### config.mk
export PLATFORM = sky130hd
export DESIGN_NAME = ula_seq_flat
export DESIGN_NICKNAME = d
export VERILOG_FILES = /design/src/rtl/ula_seq_if.sv /design/src/rtl/ula_seq.sv /design/src/flat_wrapper.sv
export SDC_FILE = /design/constraint.sdc
export NUM_CORES = 1
export LEC_CHECK = 0
export BUFFER_PORTS_ARGS = -buffer_cell sky130_fd_sc_hd__buf_2
export CAP_MARGIN = 30
export CORE_MARGIN = 2
export CORE_UTILIZATION = 45
export DETAILED_ROUTE_END_ITERATION = 10
export SETUP_SLACK_MARGIN = 0.1
export SLEW_MARGIN = 20
export SYNTH_ARGS = -nofsm -noshare
export SYNTH_HDL_FRONTEND = slang
export SYNTH_SLANG_ARGS = --single-unit
### constraint.sdc
create_clock -name clk -period 12.81 [get_ports clk]
set_input_delay 1.9215 -clock clk [delete_from_list [all_inputs] [get_ports clk]]
set_output_delay 1.9215 -clock clk [all_outputs]
set_load 0.03 [all_outputs]
### src/rtl/ula_seq_if.sv
// rtl/ula_seq_if.sv - request/result bundle for the sequential multiply/divide unit
//
// Purpose: groups the request strobe, operands and result/status signals of ula_seq.
// Ports (master drives request, slave drives result):
//   start  request strobe, sampled only while busy=0
//   op     operation code (3 MLT, 4 DIV, 5 MOD, others unsupported)
//   in1    signed first operand (multiplicand / dividend)
//   in2    signed second operand (multiplier / divisor)
//   busy   high from the cycle after accept through the done cycle
//   done   single-cycle completion pulse
//   out    signed registered result
//   dz     divide-by-zero flag, valid with done
//   err    unsupported-op flag, valid with done
interface ula_seq_if #(
  parameter int NUBITS = 32
);
  logic                     start;
  logic [3:0]               op;
  logic signed [NUBITS-1:0] in1;
  logic signed [NUBITS-1:0] in2;
  logic                     busy;
  logic                     done;
  logic signed [NUBITS-1:0] out;
  logic                     dz;
  logic                     err;

  modport master (
    output start, op, in1, in2,
    input  busy, done, out, dz, err
  );

  modport slave (
    input  start, op, in1, in2,
    output busy, done, out, dz, err
  );
endinterface

### src/rtl/ula_seq.sv
// rtl/ula_seq.sv - iterative signed multiply / divide / modulo unit
//
// Purpose: computes in1*in2 (low NUBITS bits), in1/in2 (truncated toward zero) or
// in1%in2 (sign of in1) one bit per cycle on operand magnitudes, then applies the
// result sign in a single fix-up cycle.
// Ports:
//   clk   rising-edge clock
//   rst   asynchronous active-high reset
//   bus   ula_seq_if slave: start/op/in1/in2 in, busy/done/out/dz/err out
module ula_seq #(
  parameter int NUBITS = 32
) (
  input  logic     clk,
  input  logic     rst,
  ula_seq_if.slave bus
);

  localparam logic [3:0] OP_MLT = 4'd3;
  localparam logic [3:0] OP_DIV = 4'd4;
  localparam logic [3:0] OP_MOD = 4'd5;
  localparam int         CW     = $clog2(NUBITS + 1);
  localparam logic [CW-1:0] LAST_ITER = CW'(NUBITS - 1);

  typedef enum logic [1:0] {
    IDLE,
    CALC,
    FIX,
    DONE
  } state_t;

  state_t state_q, state_d;

  logic [CW-1:0]     cnt_q;
  logic [3:0]        op_q;
  logic              neg_res_q;   // in1/in2 signs differ: product/quotient negative
  logic              neg_rem_q;   // in1 negative: remainder negative
  // acc_q: product accumulator (MLT) or partial remainder (DIV/MOD)
  // q_q:   multiplier shifting right (MLT) or dividend->quotient shifting left
  // b_q:   multiplicand shifting left (MLT) or divisor magnitude
  logic [NUBITS-1:0] acc_q, q_q, b_q;
  logic [NUBITS-1:0] out_q;
  logic              dz_q, err_q;

  // Request decode
  logic              accept;
  logic              op_sup;
  logic              div_zero;
  logic [NUBITS-1:0] mag1, mag2;

  always_comb begin
    accept   = (state_q == IDLE) && bus.start;
    op_sup   = (bus.op == OP_MLT) || (bus.op == OP_DIV) || (bus.op == OP_MOD);
    div_zero = ((bus.op == OP_DIV) || (bus.op == OP_MOD)) && (bus.in2 == '0);
    // The most-negative value maps onto itself, which read unsigned is its magnitude.
    mag1     = bus.in1[NUBITS-1] ? -bus.in1 : bus.in1;
    mag2     = bus.in2[NUBITS-1] ? -bus.in2 : bus.in2;
  end

  // One iteration step of either datapath
  logic [NUBITS:0]   rem_sh;
  logic [NUBITS:0]   trial;
  logic [NUBITS-1:0] acc_d, q_d, b_d;

  always_comb begin
    acc_d  = acc_q;
    q_d    = q_q;
    b_d    = b_q;
    rem_sh = {acc_q, q_q[NUBITS-1]};
    trial  = rem_sh - {1'b0, b_q};
    if (op_q == OP_MLT) begin
      acc_d = acc_q + (q_q[0] ? b_q : '0);
      q_d   = q_q >> 1;
      b_d   = b_q << 1;
    end else if (trial[NUBITS]) begin
      // Trial subtraction went negative: restore the shifted remainder.
      acc_d = rem_sh[NUBITS-1:0];
      q_d   = {q_q[NUBITS-2:0], 1'b0};
    end else begin
      acc_d = trial[NUBITS-1:0];
      q_d   = {q_q[NUBITS-2:0], 1'b1};
    end
  end

  // Sign fix-up of the magnitude result
  logic [NUBITS-1:0] fix_res;

  always_comb begin
    fix_res = '0;
    case (op_q)
      OP_MLT:  fix_res = neg_res_q ? -acc_q : acc_q;
      OP_DIV:  fix_res = neg_res_q ? -q_q : q_q;
      default: fix_res = neg_rem_q ? -acc_q : acc_q;
    endcase
  end

  // FSM state register
  always_ff @(posedge clk or posedge rst) begin
    if (rst) begin
      state_q <= IDLE;
    end else begin
      state_q <= state_d;
    end
  end

  // FSM next state
  always_comb begin
    state_d = state_q;
    case (state_q)
      IDLE: begin
        if (accept) begin
          state_d = (!op_sup || div_zero) ? DONE : CALC;
        end
      end
      CALC: begin
        if (cnt_q == LAST_ITER) begin
          state_d = FIX;
        end
      end
      FIX:     state_d = DONE;
      DONE:    state_d = IDLE;
      default: state_d = IDLE;
    endcase
  end

  // Datapath and result registers
  always_ff @(posedge clk or posedge rst) begin
    if (rst) begin
      cnt_q     <= '0;
      op_q      <= '0;
      neg_res_q <= 1'b0;
      neg_rem_q <= 1'b0;
      acc_q     <= '0;
      q_q       <= '0;
      b_q       <= '0;
      out_q     <= '0;
      dz_q      <= 1'b0;
      err_q     <= 1'b0;
    end else begin
      case (state_q)
        IDLE: begin
          if (accept) begin
            op_q      <= bus.op;
            neg_res_q <= bus.in1[NUBITS-1] ^ bus.in2[NUBITS-1];
            neg_rem_q <= bus.in1[NUBITS-1];
            cnt_q     <= '0;
            acc_q     <= '0;
            if (bus.op == OP_MLT) begin
              q_q <= mag2;
              b_q <= mag1;
            end else begin
              q_q <= mag1;
              b_q <= mag2;
            end
            // Early completions write their result now; done follows next cycle.
            if (!op_sup) begin
              out_q <= bus.in2;
              err_q <= 1'b1;
              dz_q  <= 1'b0;
            end else if (div_zero) begin
              out_q <= (bus.op == OP_DIV) ? '1 : bus.in1;
              err_q <= 1'b0;
              dz_q  <= 1'b1;
            end
          end
        end
        CALC: begin
          acc_q <= acc_d;
          q_q   <= q_d;
          b_q   <= b_d;
          cnt_q <= cnt_q + CW'(1);
        end
        FIX: begin
          out_q <= fix_res;
          dz_q  <= 1'b0;
          err_q <= 1'b0;
        end
        default: begin
        end
      endcase
    end
  end

  assign bus.busy = (state_q != IDLE);
  assign bus.done = (state_q == DONE);
  assign bus.out  = out_q;
  assign bus.dz   = dz_q;
  assign bus.err  = err_q;

endmodule

### src/flat_wrapper.sv
// flat-port wrapper written by rule: the top's interface ports become plain ports
module ula_seq_flat 
#(
  parameter int NUBITS = 32
)
  (clk, rst, bus_start, bus_op, bus_in1, bus_in2, bus_busy, bus_done, bus_out, bus_dz, bus_err);
  ula_seq_if #(.NUBITS(NUBITS)) bus_i ();
  input  logic clk;
  input  logic rst;
  input wire logic [$bits(bus_i.start)-1:0] bus_start;
  input wire logic [$bits(bus_i.op)-1:0] bus_op;
  input wire logic [$bits(bus_i.in1)-1:0] bus_in1;
  input wire logic [$bits(bus_i.in2)-1:0] bus_in2;
  output wire logic [$bits(bus_i.busy)-1:0] bus_busy;
  output wire logic [$bits(bus_i.done)-1:0] bus_done;
  output wire logic [$bits(bus_i.out)-1:0] bus_out;
  output wire logic [$bits(bus_i.dz)-1:0] bus_dz;
  output wire logic [$bits(bus_i.err)-1:0] bus_err;
  assign bus_i.start = bus_start;
  assign bus_i.op = bus_op;
  assign bus_i.in1 = bus_in1;
  assign bus_i.in2 = bus_in2;
  assign bus_busy = bus_i.busy;
  assign bus_done = bus_i.done;
  assign bus_out = bus_i.out;
  assign bus_dz = bus_i.dz;
  assign bus_err = bus_i.err;
  ula_seq #(.NUBITS(NUBITS)) u_core (.clk(clk), .rst(rst), .bus(bus_i));
endmodule
==> results of run 1 <==
## cells by family after synthesis
| kind of cell | after synthesis | synth area share (%) |
|---|---|---|
| adder cells (fa/ha/maj) | 74 | 6.44 |
| XOR/XNOR | 148 | 8.87 |
| AO/OA/AOI/OAI | 717 | 31.6 |
| multiplexers | 38 | 2.64 |
| buffers and inverters | 204 | 5.35 |
| flip-flops | 144 | 24.7 |
| AND/OR/NAND/NOR | 656 | 20.4 |
## synth_stat cells (7+ instances only)
cell type and instances:
nand3_1 36, nor2b_1 10, xnor2_1 90, buf_2 7, o21ai_0 173, o221ai_1 22, nor4_1 17, a31oi_1 31
o22ai_1 20, mux2i_1 34, clkbuf_1 113, dfrtp_1 144, inv_1 73, and3_1 12, nand2_1 282, xor2_1 58
nor2_1 173, ha_1 72, a21o_1 35, o41ai_1 15, nand2b_1 13, a211oi_1 55, a22oi_1 20, o211ai_1 23
and2_1 9, a221oi_1 9, a32o_1 8, nand4_1 12, a22o_1 8, o31ai_1 31, o21a_1 11, o21bai_1 9
or4_1 16, nor3_1 32, or3_1 16, a21oi_1 186, buf_1 8
## worst register-to-register path, cell delays in order (launching register included)
cell,delay (ns)
dfrtp_1,0.55
inv_1,0.25
buf_4,0.35
nor2_1,0.11
ha_1,0.40
nand4_1,0.15
nor2_1,0.16
o2111ai_1,0.25
a2111oi_0,0.78
o21ai_0,0.28
a21oi_1,0.23
xnor2_1,0.08
o21ai_0,0.30
a21oi_1,0.11
## area by class of cell
type,count,share of cell area (%)
inverter,75,1.78
timing repair buffer,135,4.84
sequential,144,22.3
multi-input combinational,1633,63.9
tap,435,3.37
clock inverter,10,1.00
clock buffer,20,2.77
## through the flow
step	std cells	hold slack (ns)	utilization, %	setup slack (ns)	power (µW)
after floorplan	1981	0.450	-	7.02	3170
after detailed placement	2417	0.469	48.6	7.66	4090
final	2452	0.478	50.7	8.10	4710
after global placement	2416	0.462	48.6	7.80	4040
after CTS	2447	0.482	50.5	8.14	4640
after global routing	2452	0.496	50.7	7.87	5080
## worst min-delay path by stage
stage	start	endpoint	slack (ns)	cells after the start
after floorplan	u_core.b_q[23]	u_core.b_q[23]	0.45	2
after global placement	u_core.bus.err	u_core.bus.err	0.46	2
after detailed placement	u_core.bus.out[9]	u_core.bus.out[9]	0.47	2
after CTS	u_core.bus.out[18]	u_core.bus.out[18]	0.48	2
after global routing	u_core.bus.out[9]	u_core.bus.out[9]	0.50	2
final	u_core.bus.err	u_core.bus.err	0.48	2
## metal layers
layer,vias up,global-route usage (%)
met5,-,0
met4,0,12.0
met3,109,4.37
met2,612,51.4
met1,7397,42.7
li1,7297,-
## power breakdown
part	switching, µW	total (µW)	leakage (µW)	internal [µW]
sequential	295	959	0.00176	664
clock	218	547	0.000288	328
combinational	2090	3200	0.00490	1120
total	2600	4710	0.00695	2110
## sequential cells by signal, summed over array words and instances, names as in the netlist
signal / flops
u_core.acc_q: 32
u_core.b_q: 32
u_core.bus.out: 32
u_core.q_q: 32
u_core.cnt_q: 6
u_core.op_q: 4
u_core.state_q: 2
u_core.bus.dz: 1
u_core.bus.err: 1
u_core.neg_rem_q: 1
u_core.neg_res_q: 1
==> results_dict.tcl, run 1 <==
set metrics [dict create \
    outcome "completed" \
    post-dp-hpwl_um 39200 \
    cts_buffer_depth 2 \
    synth.avg_cell_area_um2 7.38 \
    worstReg2RegEnd "u_core.acc_q[31]" \
    synth_seq_cells 144 \
    drc 0 \
    cpPeakStageDelay_ns 0.60 \
    rr_startpoint "u_core.q_q[0]" \
    hold_buffers 0 \
    path_cells "buf_2 -> or4_1 -> nor4_2 -> nand4_1 -> nor4_1 -> o21bai_1 -> a21boi_4 -> buf_8 -> a221oi_1 -> a21o_1" \
    wl_met2_um 24900 \
    cts_buffers 17 \
    regArea_um2 3600 \
    ff2ff_path_depth 13 \
    netlist_area_um2 14600 \
    final_cell_area_um2 16100 \
    nFillCells 3158 \
    dieArea_um2 33900 \
    num_antenna_cells 0 \
    viasPerCell 6.29 \
    first_pass_iters 7 \
    rows 65 \
    fin_nets 2151 \
    drt_wl_total_um 53500 \
    final_cell_mix "nand2_1, a21oi_1, nor2_1, o21ai_0, dfrtp_1" \
    wl_met3_um 3470 \
    synth_area_leaders "dfrtp_1, nand2_1, a21oi_1" \
    grt_pass1_vias 14300 \
    grt.overflow.total 0 \
    postRouteAntennaNets 0 \
    fmax_mhz 212 \
    startpoint "bus_in2[9]" \
    required_ns 13.21 \
    grt_pass1_wl_um 82600 \
    cellLeakagePower_uw 0.00695 \
    wl_met1_um 23200 \
    r2r_slack_ns 8.69 \
    cts_tree "yes" \
    area_growth_pct 10.4 \
    worst-path-buf-inv 2 \
    async_flop_share_pct 100 \
    wire_per_inst_um 21.8 \
    synthesis.nets 2126 \
    netlist-cell-type-count 77 \
    finalCritPeriodShare_pct 36.8 \
    cp_top_family "simple AND/OR/NAND/NOR gates" \
    clock_skew_ns 0.0112 \
    synth_cells 1981 \
    cts_htree_levels 4 \
    ir_worst_vdd_uv 197 \
    vias 15400 \
    grt_use_total_pct 31.6 \
    synth_largest_area_cell "dfrtp_1" \
    grt_antenna_before_repair 0 \
    place_area_um2 15500 \
    critPathSlowestCell "or4_1" \
    maxCapViolations 0 \
    die_h_um 184 \
    drt_iter0_drc 1534 \
    path_clk_slew_ns 0.06 \
    hold_path.class "reg2reg" \
    multi_input_area_um2 10300 \
    die_x_um 184 \
    startpoint_type "primary input" \
    setup_viol 0 \
    yosys_warnings 0 \
    start_util_pct 45.9 \
    portBuffers 106 \
    core_area_um2 31800 \
    clk_latency_ns 0.46 \
    worstMarginPinSlew_ns 0.958 \
    ioPinCount 107 \
    top_layer "met4" \
    drive_above_1_share_pct 10.2 \
    place_congestion 0.913 \
    cp.depth 10 \
    critPathCapture "u_core.bus.out[0]" \
    rsz0062_at_grt "false" \
    post-synth-top-area-fraction_pct 24.7 \
    end_kind "register" \
    clock-root-buffer "clkbuf_16" \
    setup_tns_ns 0 \
    ys_seq_area_share_pct 24.7 \
    hold_viol 0 \
    critical_path_peak_fanout 23 \
    ys.flop_type "dfrtp_1" \
    synth-edff-count 0 \
    min_period_ns 4.71 \
    power-per-cell-area_nw_per_um2 292 \
    cp.arrival_ns 5.11 \
    cts_setup_buffers 0 \
    cts_resized 0 \
    drv_slew 0 \
    cts.sinks 144 \
    relSlewSlack_pct 35.9 \
    final_common_cell "nand2_1" \
    grt_max_degree 80 \
    crit_type "in2reg" \
]
Power figures use the tool's default switching activity.
==> run 2, diff against run 1 <==
==> constraint.sdc (replaced) <==
create_clock -name clk -period 4.4 [get_ports clk]
set_input_delay 0.66 -clock clk [delete_from_list [all_inputs] [get_ports clk]]
set_output_delay 0.66 -clock clk [all_outputs]
set_load 0.03 [all_outputs]
==> run 2 against run 1 <==
Non-clock buffer count rose by 26; combinational power rose to 3.0 times the previous value; worst setup slack got worse by 7.8 ns; critical path depth rose by 3; die area did not move; sequential cell count did not move; critical path type is now reg2reg; largest cell class unchanged.
==> results_dict.tcl, run 2 (synthesis gave the netlist of run 1 again) <==
set metrics [dict create \
    relSlewSlack_pct 39.3 \
    grt_pass1_wl_um 84600 \
    cts_buffer_depth 2 \
    outcome "completed" \
    hold_buffers 0 \
    crit_type "reg2reg" \
    fin_nets 2177 \
    nFillCells 3193 \
    start_util_pct 45.9 \
    finalCritPeriodShare_pct 92.4 \
    place_congestion 0.967 \
    maxCapViolations 0 \
    regArea_um2 3600 \
    multi_input_area_um2 10300 \
    vias 15700 \
    critical_path_peak_fanout 20 \
    grt_antenna_before_repair 0 \
    min_period_ns 4.06 \
    drv_slew 0 \
    clk_latency_ns 0.46 \
    rr_startpoint "u_core.q_q[31]" \
    fmax_mhz 246 \
    viasPerCell 6.35 \
    whs_ns 0.333 \
    final_cell_mix "nand2_1, a21oi_1, nor2_1, o21ai_0, dfrtp_1" \
    cts_resized 0 \
    dieArea_um2 33900 \
    path_clk_slew_ns 0.07 \
    worstMarginPinSlew_ns 0.902 \
    die_h_um 184 \
    grt.overflow.total 0 \
    startpoint_type "register" \
    ir_worst_vdd_uv 540 \
    power.total_uw 14000 \
    post-dp-hpwl_um 41100 \
    drt_wl_total_um 55100 \
    drive_above_1_share_pct 11.4 \
    rows 65 \
    cp.arrival_ns 4.41 \
    first_pass_iters 6 \
    clock_skew_ns 0.0106 \
    rsz0062_at_grt "false" \
    hold_viol 0 \
    die_x_um 184 \
    final_common_cell "nand2_1" \
    power-per-cell-area_nw_per_um2 856 \
    setup_viol 0 \
    startpoint "u_core.q_q[31]" \
    grt_pass1_vias 14500 \
    hold_path.class "in2async" \
    cts_buffers 17 \
    ioPinCount 107 \
    postRouteAntennaNets 0 \
    clock-root-buffer "clkbuf_16" \
    fin_util_pct 51.5 \
    cellLeakagePower_uw 0.00711 \
    required_ns 4.75 \
    setup_tns_ns 0 \
    cts_setup_buffers 0 \
    grt_use_total_pct 32.3 \
    wire_per_inst_um 22.2 \
    drt_iter0_drc 1778 \
    cts_htree_levels 4 \
    portBuffers 106 \
    grt_max_degree 97 \
    drc 0 \
    cts_tree "yes" \
    core_area_um2 31800 \
    end_kind "register" \
    num_antenna_cells 0 \
    cts.sinks 144 \
    area_growth_pct 12.2 \
]
==> run 2: cell count changes in the layout (fill, tap and decap cells not counted), moves of 2 or more <==
cell	delta
clkinv_2	+3
inv_6	-2
buf_12	+3
buf_4	+25
==> run 2: metrics by stage <==
stage                     worst slack [ns]  std cells  area (µm²)
after floorplan                       1.24       1981       14600
after global placement               0.524       2443       15700
after detailed placement             0.489       2444       15700
after CTS                            0.457       2476       16300
after global routing                 0.145       2480       16400
final                                0.336       2480       16400
==> run 2: worst paths after layout <==
kind                       slack (ns)  cells after the start                 end
setup / recovery                 0.34                     13    u_core.acc_q[10]
hold / removal                   0.33                      3  u_core.bus.out[28]
setup reg to reg                 0.34                     13    u_core.acc_q[10]
hold reg to reg                  0.48                      2  u_core.bus.out[20]
max in group asynchronous        3.49                      3     u_core.cnt_q[4]
min in group clk                 0.48                      2  u_core.bus.out[20]
==> run 2: cell type report <==
type / instances / area share [%]
clock buffer: 21 / 2.81
multi-input combinational: 1633 / 62.9
clock inverter: 11 / 0.985
sequential: 144 / 22.0
inverter: 75 / 1.74
timing repair buffer: 161 / 6.25
tap: 435 / 3.32
==> run 2: layer usage <==
metal	wire [µm]	global-route usage, %	up-vias
met5	0	0	-
met3	3650	4.19	103
met1	23800	44.1	7626
met2	25800	52.1	675
li1	-	-	7344
met4	1930	12.2	0
==> run 2: critical path, cell delays in order, from the launching register on <==
cell,delay [ns]
dfrtp_1,0.44
inv_1,0.08
ha_1,0.21
fa_1,0.41
nor2b_1,0.20
o31ai_1,0.14
a21oi_1,0.20
o21ai_0,0.35
o311a_1,0.51
xnor2_2,0.66
buf_12,0.25
mux2i_1,0.20
nand2_1,0.07
a22o_1,0.21
==> run 2: power by group <==
part           switching [µW]  internal, µW
Clock                     644           975
Combinational            6270          3450
Sequential                745          1940
Total                    7660          6360
